[config.mk]
export PLATFORM = sky130hd
export DESIGN_NAME = karatsuba_seq_ctrl
export DESIGN_NICKNAME = d
export VERILOG_FILES = /design/src/rtl/karatsuba_seq_ctrl.sv
export SDC_FILE = /design/constraint.sdc
export NUM_CORES = 1
export LEC_CHECK = 0
export BUFFER_PORTS_ARGS = -buffer_cell sky130_fd_sc_hd__buf_4
export CORE_MARGIN = 1.5
export CORE_UTILIZATION = 52
export DETAILED_ROUTE_END_ITERATION = 10
export PLACE_DENSITY_LB_ADDON = 0.3
export SLEW_MARGIN = 20
export SYNTH_ARGS = -nofsm -noshare
export SYNTH_HDL_FRONTEND = slang
export SYNTH_SLANG_ARGS = --single-unit
[constraint.sdc]
create_clock -name clk -period 3.9 [get_ports clk]
set_input_delay 0.195 -clock clk [delete_from_list [all_inputs] [get_ports clk]]
set_output_delay 0.195 -clock clk [all_outputs]
set_load 0.005 [all_outputs]
[src/rtl/karatsuba_seq_ctrl.sv]
// Iterative Karatsuba multiplier controller: one N x N unsigned product via three
// partial products run in sequence through a single external fixed-latency sub-multiplier.
//
// state     | meaning
// ----------+-----------------------------------------------------------
// S_IDLE    | waiting for operands, in_ready high
// S_MUL_X   | a*c in flight on the sub-multiplier
// S_MUL_Y   | b*d in flight on the sub-multiplier
// S_MUL_Z   | (a+b)*(c+d) in flight on the sub-multiplier
// S_COMBINE | merge px/py/pz into the full product
// S_DONE    | product presented, held until out_ready
module karatsuba_seq_ctrl #(
   parameter int N       = 8,
   parameter int MUL_LAT = 0,
   localparam int H      = N / 2 + N % 2,
   localparam int L      = N - H,
   localparam int W      = H + 1
) (
   input  logic             clk,
   input  logic             rst,
   input  logic             in_valid,
   output logic             in_ready,
   input  logic [N-1:0]     u,
   input  logic [N-1:0]     v,
   output logic             out_valid,
   input  logic             out_ready,
   output logic [2*N-1:0]   r,
   output logic             busy,
   output logic             mul_en,
   output logic [W-1:0]     mul_a,
   output logic [W-1:0]     mul_b,
   input  logic [2*W-1:0]   mul_r
);

   localparam int LCW = (MUL_LAT > 0) ? $clog2(MUL_LAT + 1) : 1;
   localparam logic [LCW-1:0] LAT_TC = LCW'(MUL_LAT);

   typedef enum logic [2:0] {
      S_IDLE,
      S_MUL_X,
      S_MUL_Y,
      S_MUL_Z,
      S_COMBINE,
      S_DONE
   } state_t;

   state_t           state;
   state_t           next_state;
   logic [LCW-1:0]   lat_cnt;
   logic [L-1:0]     a_q;
   logic [H-1:0]     b_q;
   logic [L-1:0]     c_q;
   logic [H-1:0]     d_q;
   logic [2*L-1:0]   px;
   logic [2*H-1:0]   py;
   logic [2*H+1:0]   pz;
   logic [2*N-1:0]   r_reg;

   logic             accept;
   logic             lat_tc;
   logic [2*N-1:0]   px_e;
   logic [2*N-1:0]   py_e;
   logic [2*N-1:0]   pz_e;
   logic [2*N-1:0]   cross_sum;
   logic [2*N-1:0]   comb_sum;

   assign accept    = in_valid & in_ready;
   assign lat_tc    = (lat_cnt == LAT_TC);
   assign busy      = (state != S_IDLE);
   assign out_valid = (state == S_DONE);
   assign r         = r_reg;

   // All partial products fit in 2N bits for N >= 2, so the merge wraps modulo 2^2N.
   assign px_e      = (2*N)'(px);
   assign py_e      = (2*N)'(py);
   assign pz_e      = (2*N)'(pz);
   assign cross_sum = pz_e - px_e - py_e;
   assign comb_sum  = (px_e << (2 * H)) + (cross_sum << H) + py_e;

   always_comb begin
      next_state = state;
      in_ready   = 1'b0;
      mul_en     = 1'b0;
      mul_a      = '0;
      mul_b      = '0;
      case (state)
         S_IDLE: begin
            in_ready = 1'b1;
            if (in_valid) next_state = S_MUL_X;
         end
         S_MUL_X: begin
            mul_en = 1'b1;
            mul_a  = W'(a_q);
            mul_b  = W'(c_q);
            if (lat_tc) next_state = S_MUL_Y;
         end
         S_MUL_Y: begin
            mul_en = 1'b1;
            mul_a  = W'(b_q);
            mul_b  = W'(d_q);
            if (lat_tc) next_state = S_MUL_Z;
         end
         S_MUL_Z: begin
            mul_en = 1'b1;
            mul_a  = W'(a_q) + W'(b_q);
            mul_b  = W'(c_q) + W'(d_q);
            if (lat_tc) next_state = S_COMBINE;
         end
         S_COMBINE: begin
            next_state = S_DONE;
         end
         S_DONE: begin
            if (out_ready) begin
               in_ready   = 1'b1;
               next_state = in_valid ? S_MUL_X : S_IDLE;
            end
         end
         default: begin
            next_state = S_IDLE;
         end
      endcase
   end

   always_ff @(posedge clk or posedge rst) begin
      if (rst) begin
         state   <= S_IDLE;
         lat_cnt <= '0;
         a_q     <= '0;
         b_q     <= '0;
         c_q     <= '0;
         d_q     <= '0;
         px      <= '0;
         py      <= '0;
         pz      <= '0;
         r_reg   <= '0;
      end else begin
         state <= next_state;
         if (accept) begin
            a_q     <= u[N-1:H];
            b_q     <= u[H-1:0];
            c_q     <= v[N-1:H];
            d_q     <= v[H-1:0];
            lat_cnt <= '0;
         end else if (mul_en) begin
            // mul_r is only trusted on the last cycle of each multiply state
            if (lat_tc) begin
               lat_cnt <= '0;
               case (state)
                  S_MUL_X: px <= mul_r[2*L-1:0];
                  S_MUL_Y: py <= mul_r[2*H-1:0];
                  S_MUL_Z: pz <= mul_r;
                  default: ;
               endcase
            end else begin
               lat_cnt <= lat_cnt + LCW'(1);
            end
         end
         if (state == S_COMBINE) r_reg <= comb_sum;
      end
   end

endmodule
* Word-level counts from Yosys, hierarchy flattened *
Index checks and enable logic that the tools add are counted.

storage, ports and cells
  register bits = 62
  output and inout bits = 30

cells by class
  add/sub/neg operators = 7
  equality and inequality tests = 10
  multiplexer cells = 15
  bitwise logic cells = 3
  reduce and logical (&&, ||, !) cells = 8

operator list
  kind                                                   count
  case mux 5 bit (3 select lines)                        2
  case mux 3 bit (6 select lines)                        1
  adder 16 bit                                           1
  adder 16 x 8 -> 16 bit                                 1
  2-to-1 mux 3 bit                                       5
  AND reduction 4 bit                                    3
  subtractor 11 x 9 -> 12 bit                            1
  subtractor 10 x 8 -> 11 bit                            1
  adder 4 x 4 -> 5 bit                                   2
  inequality test 2 bit, second input constant           4
  equality test 3 x 2 -> 1 bit, second input constant    2
  equality test 3 bit, second input constant             2
  2-to-1 mux 1 bit                                       6
  AND reduction 5 bit                                    1
  equality test 3 x 1 -> 1 bit, second input constant    1
  zero test 3 bit                                        1
  nonzero test 3 bit                                     1
  OR reduction 3 bit                                     1
  inequality test 2 x 1 -> 1 bit, second input constant  1
  inverter 1 bit                                         2
  case mux 1 bit (2 select lines)                        1
  nonzero test 2 bit                                     1
  adder 1 bit, second input constant                     1
  bitwise AND 1 bit                                      1

* Longest topological paths before layout *
  depth in word-level cells = 5
  mapped depth = 21
  mapped depth without buffers = 21

* Worst setup path after synthesis *
OpenSTA, ideal clock, no wires.

  path kind = flip-flop to flip-flop
  from = reg px[0]
  to = reg r_reg[15], in the netlist r[15]
  setup time = 0.131 ns
  arrival time = 3.681 ns
  data required time = 3.769 ns
  path slack = 0.088 ns
  stages on the path, launching flop included = 19
  path buffers = 0
  period minus slack after synthesis = 3.812 ns
  cell sequence = dfrtp_1 ha_1 fa_1 inv_1 ha_1 nor2b_4 o31a_1 o31ai_4 nand2_1 a211oi_1 nor2_1 ha_1 a21o_1 a21oi_1 o21ai_2 o31ai_4 xnor2_1 xnor2_1 o21ai_1

on the way
  longest elaborated chain between the ends = 4

ends and longest elaborated chain
  item                         RTL line  source
  start, declared              54        logic [2*L-1:0] px;
  start signal, assigned       149       S_MUL_X: px <= mul_r[2*L-1:0];
  subtractor 10 x 8 -> 11 bit  77        assign cross_sum = pz_e - px_e - py_e;
  subtractor 11 x 9 -> 12 bit  77
  adder 16 bit (*)             78        assign comb_sum = (px_e << (2 * H)) + (cross_sum << H) + py_e;
  adder 16 x 8 -> 16 bit (*)   78
  end signal, assigned         158       if (state == S_COMBINE) r_reg <= comb_sum;
  end, declared                57        logic [2*N-1:0] r_reg;

Every way passes the cells marked *; elsewhere a longest branch is shown, timed or not.
A chain may end at the register's enable or synchronous reset.

* Worst setup path after layout *
Ends and elaborated chain as after synthesis.

==> impl_summary.md <==
Worst setup path
STA classifies the critical path startpoint as a flop. Grouping stages by cell kind, the critical path spends the most delay in compound AO/OA/AOI/OAI gates. In this run the critical register-to-register path is captured at r[15]. The most used cell along the critical path is sky130_fd_sc_hd__ha_1.

Data on the critical path arrives at its endpoint at around 4.2 ns. Traced cell by cell, the critical path runs through buf_4, ha_1, nor2b_2, o21ai_2, and2_4, xnor2_1, ha_1, o21a_1, o31a_1, o31ai_4, a21oi_2, nor4_4, xnor2_2, ha_1, o21ai_1, nand2b_1, o31ai_4, xnor2_2, xnor2_1, o21ai_1. The critical path required time is just over 4 ns. The worst flop-to-flop path startpoint is px[0]. The category of the worst setup path capture point is a flop. The number of buffers and inverters on the critical path is 1.

Measured in cells, the most critical reg-to-reg path has a length of 20. The reg-to-reg setup timing slack is -0.08 ns. The worst setup path is of the flop to flop kind. The highest cell delay on the worst timing path is between 0.4 and 0.5 ns. The largest fanout of any net on the critical path is 3.

The slowest stage of the critical path belongs to the cell sky130_fd_sc_hd__dfrtp_1.

Yosys
The total of flip-flops plus latches after synthesis is 61. The adder-cell area share of the yosys netlist is about 14%. The number of flops mapped to enable cells by yosys is 0. The number of different library cells in the post-synthesis netlist is 50. The share of synthesized area occupied by flip-flops and latches is between 30% and 40%. Summing the areas of all compound-gate instances in the mapped netlist gives between 10% and 20% of the synthesized area.

The post-synthesis net count is just under 500. Of all flip-flops after synthesis, the portion carrying an async set or reset was 100%. Averaged over all synthesized cells, the footprint is between 9 and 10 um2.

The multiplexer share of the synthesized area is ~10%. After synthesis, the cell types taking the most area are sky130_fd_sc_hd__dfrtp_1 38%, sky130_fd_sc_hd__ha_1 11%, sky130_fd_sc_hd__mux2_2 10%. Summing every instance area after synthesis gives roughly 4100 um2. The number of instances in the synthesized netlist is 413.

The area share of and/or/nand/nor cells after synthesis is 12.2%. After Yosys synthesis, XOR and XNOR cells account for about 5.4% of the synthesized area. The synthesis warning total is 0.

After synthesis, the largest area contributor takes up 37.6% of total cell area. The cell type with the largest total area after synthesis is sky130_fd_sc_hd__dfrtp_1. By area, the combinational part of the netlist is dominated by compound AO/OA/AOI/OAI gates.

The primary flip-flop cell chosen by synthesis mapping is sky130_fd_sc_hd__dfrtp_1.

Final layout
The number of flip-flops under the largest register name is 16. Compared with the post-synthesis result, the final layout area differs by 24.2%. In the final layout, the share of cells above drive strength 1 is 34.7%. At the end of the flow, the number of nets in the layout was approximately 570. The area of all placed cells without fillers is approximately 5000 um2. Measured on the finished design, the core utilization comes to 65.9%. The repair_antennas step left the layout with diodes totalling 0.

Place
Detailed placement ended at an HPWL of 6250 um. The count of port buffers added during placement is 59. Summing all placed instances gives a cell area of approximately 4600 um2. The congestion estimate from routability-driven global placement came to between 0.9 and 1.

STA
Setup repair after global routing could not meet its margin everywhere. The final critical delay including setup and external delays is between 3 and 4 ns. The post-route fraction of the period consumed by the critical path is 102%. The max-slew violation total from the final report is 0. The number of setup violations in the final report is 1. The highest clock rate is approximately 250 MHz. The hold violation total from the final report is 0. The worst relative slew slack is between 40% and 50%. Across the routed clock network, the largest skew measured is slightly below 0.007 ns.

Across all setup checks in the final design, the least slack found is -0.0837 ns. The slew of the pin with the lowest slew margin is just under 0.9 ns.

Clock network
The clock input transition at the sequential cells of the worst setup and hold paths is 0.07 ns. Clock latency on the worst-skew pair, taken at its later pin, is approximately 0.34 ns. The number of H-tree levels is 3. The tree is rooted in a sky130_fd_sc_hd__clkbuf_8. The maximum clock insertion buffer count is 2.

The clock net sink count is about 60. The total clock buffers created by CTS is 9. The clock tree from TritonCTS is done.

Die
Measured along the x axis, the die boundary spans 91.3 um. The area enclosed by the die boundary is about 8300 um2. The die boundary height is between 90 and 100 um. The I/O pin count is 60. The initial core utilization is 53.0%. The core region is about 7600 um2. The row count is 32.

Worst hold path
For hold timing, the worst endpoint is d_q[1]. The worst hold path class is primary input to flop. The worst hold path begins at v[1].

Along the worst hold path, the cell count comes to 2.

Global route
The first global-routing pass estimated ~15,000 um of wire. The via count of the first global-routing pass came to approximately 3,300. Entering global routing, the biggest net connects 62 pins. The total global-route track usage is roughly 22%. The number of antenna violations at the first check in global routing is 0. The total global routing overflow is 0.

Detailed routing
After the first detailed-routing iteration, the DRC count stood at about 170. For this block, the via count after detailed routing is about 3,300. The final routed wire length divided by cell count is around 15 um.

Before antenna repair, the detailed router went through 4 iterations. Dividing the detail-routed via count by the number of cells gives about 5.4. The detailed-route wire length is 8940 um.

In this run the remaining antenna-violating nets after routing total 0. After detailed routing, the number of remaining DRC violations is 0.

Outcome
The flow ran to the end, but the final reports show violations. The checks that failed: setup timing.

Run
The max-cap check violation count is 0.
==> cells in the mapped netlist (2+ instances only) <==
cell type and number:
sky130_fd_sc_hd__nand2_1 38, sky130_fd_sc_hd__and3_1 2, sky130_fd_sc_hd__o21bai_1 3, sky130_fd_sc_hd__dfrtp_1 61, sky130_fd_sc_hd__o21ai_0 41, sky130_fd_sc_hd__and2_1 3, sky130_fd_sc_hd__or2_2 2, sky130_fd_sc_hd__nor2b_1 6
sky130_fd_sc_hd__o31ai_4 2, sky130_fd_sc_hd__a21oi_1 19, sky130_fd_sc_hd__nand3_1 4, sky130_fd_sc_hd__fa_1 5, sky130_fd_sc_hd__a22oi_1 8, sky130_fd_sc_hd__clkbuf_1 10, sky130_fd_sc_hd__xor2_1 6, sky130_fd_sc_hd__mux2_2 36
sky130_fd_sc_hd__buf_4 2, sky130_fd_sc_hd__inv_1 31, sky130_fd_sc_hd__nor2_1 30, sky130_fd_sc_hd__nand2b_1 5, sky130_fd_sc_hd__o21a_1 3, sky130_fd_sc_hd__a21boi_0 2, sky130_fd_sc_hd__nand3b_1 2, sky130_fd_sc_hd__xnor2_1 19
sky130_fd_sc_hd__nor3_1 4, sky130_fd_sc_hd__ha_1 37, sky130_fd_sc_hd__a21o_1 8, sky130_fd_sc_hd__a31oi_1 2
==> per-stage QoR <==
step | cells | hold slack [ns] | worst slack (ns) | setup TNS, ns
after floorplan | 413 | 0.312 | 0.0879 | 0
after global placement | 570 | 0.410 | -0.0189 | -0.0189
after detailed placement | 570 | 0.418 | -0.0894 | -0.0894
after CTS | 594 | 0.0576 | 0.00403 | 0
after global routing | 600 | 0.0597 | -0.317 | -0.647
final | 600 | 0.0680 | -0.0837 | -0.0837
==> cell families (layout without fill, tap and decap cells) <==
group,after synthesis,in the layout
buf+inv,45,130
compound gates,100,100
simple gates,103,103
fa+ha+maj,42,42
mux,37,37
xor+xnor,25,25
flops,61,61
==> cell usage in the layout (no fill, tap or decap), drive strengths merged, types with 6 or more instances in the layout <==
master  instances
ha             37
inv            31
xor2            6
nor2b           7
nor2           30
dfrtp          61
nand2          40
a21o            8
xnor2          19
clkbuf         12
a22oi           8
a21oi          20
buf            85
o21ai          43
mux2           37
==> repair_timing <==
action | CTS | global route
gates cloned | 0 | 0
pin swaps | 16 | 22
hold buffers | 0 | 0
endpoints found under the hold margin | 0 | 0
gates resized for setup | 10 | 25
buffers inserted | 10 | 6
setup endpoints to repair | 1 | 4
==> final cells by class <==
type                       instances  area (um2)
sequential                        61        1530
tap                              102         128
clock inverter                     2        10.0
multi-input combinational        307        2460
inverter                          31         116
timing repair buffer              85         642
clock buffer                      12         155
fill                             630        2610
==> per-layer routing <==
metal / global-route usage [%] / up-vias / share of wire, %
li1: - / 1586 / -
met1: 26.0 / 1576 / 43
met2: 39.1 / 80 / 51
met3: 4.27 / 13 / 4.2
met4: 9.90 / 0 / 1.7
met5: 0 / - / 0
==> worst max-delay path by stage <==
stage          slack [ns]    end  cells after the start   from
4_1_cts             0.004  r[15]                     19  pz[0]
6_report            -0.08  r[15]                     20  px[0]
5_1_grt             -0.32  r[15]                     18  px[0]
2_1_floorplan        0.09  r[15]                     18  px[0]
3_5_place_dp        -0.09  r[15]                     20  px[0]
3_3_place_gp        -0.02  r[15]                     21  px[1]
Power is left out: the tool's default activity adds up to more than one toggle a clock period on the data nets, which glitch-free logic cannot reach.
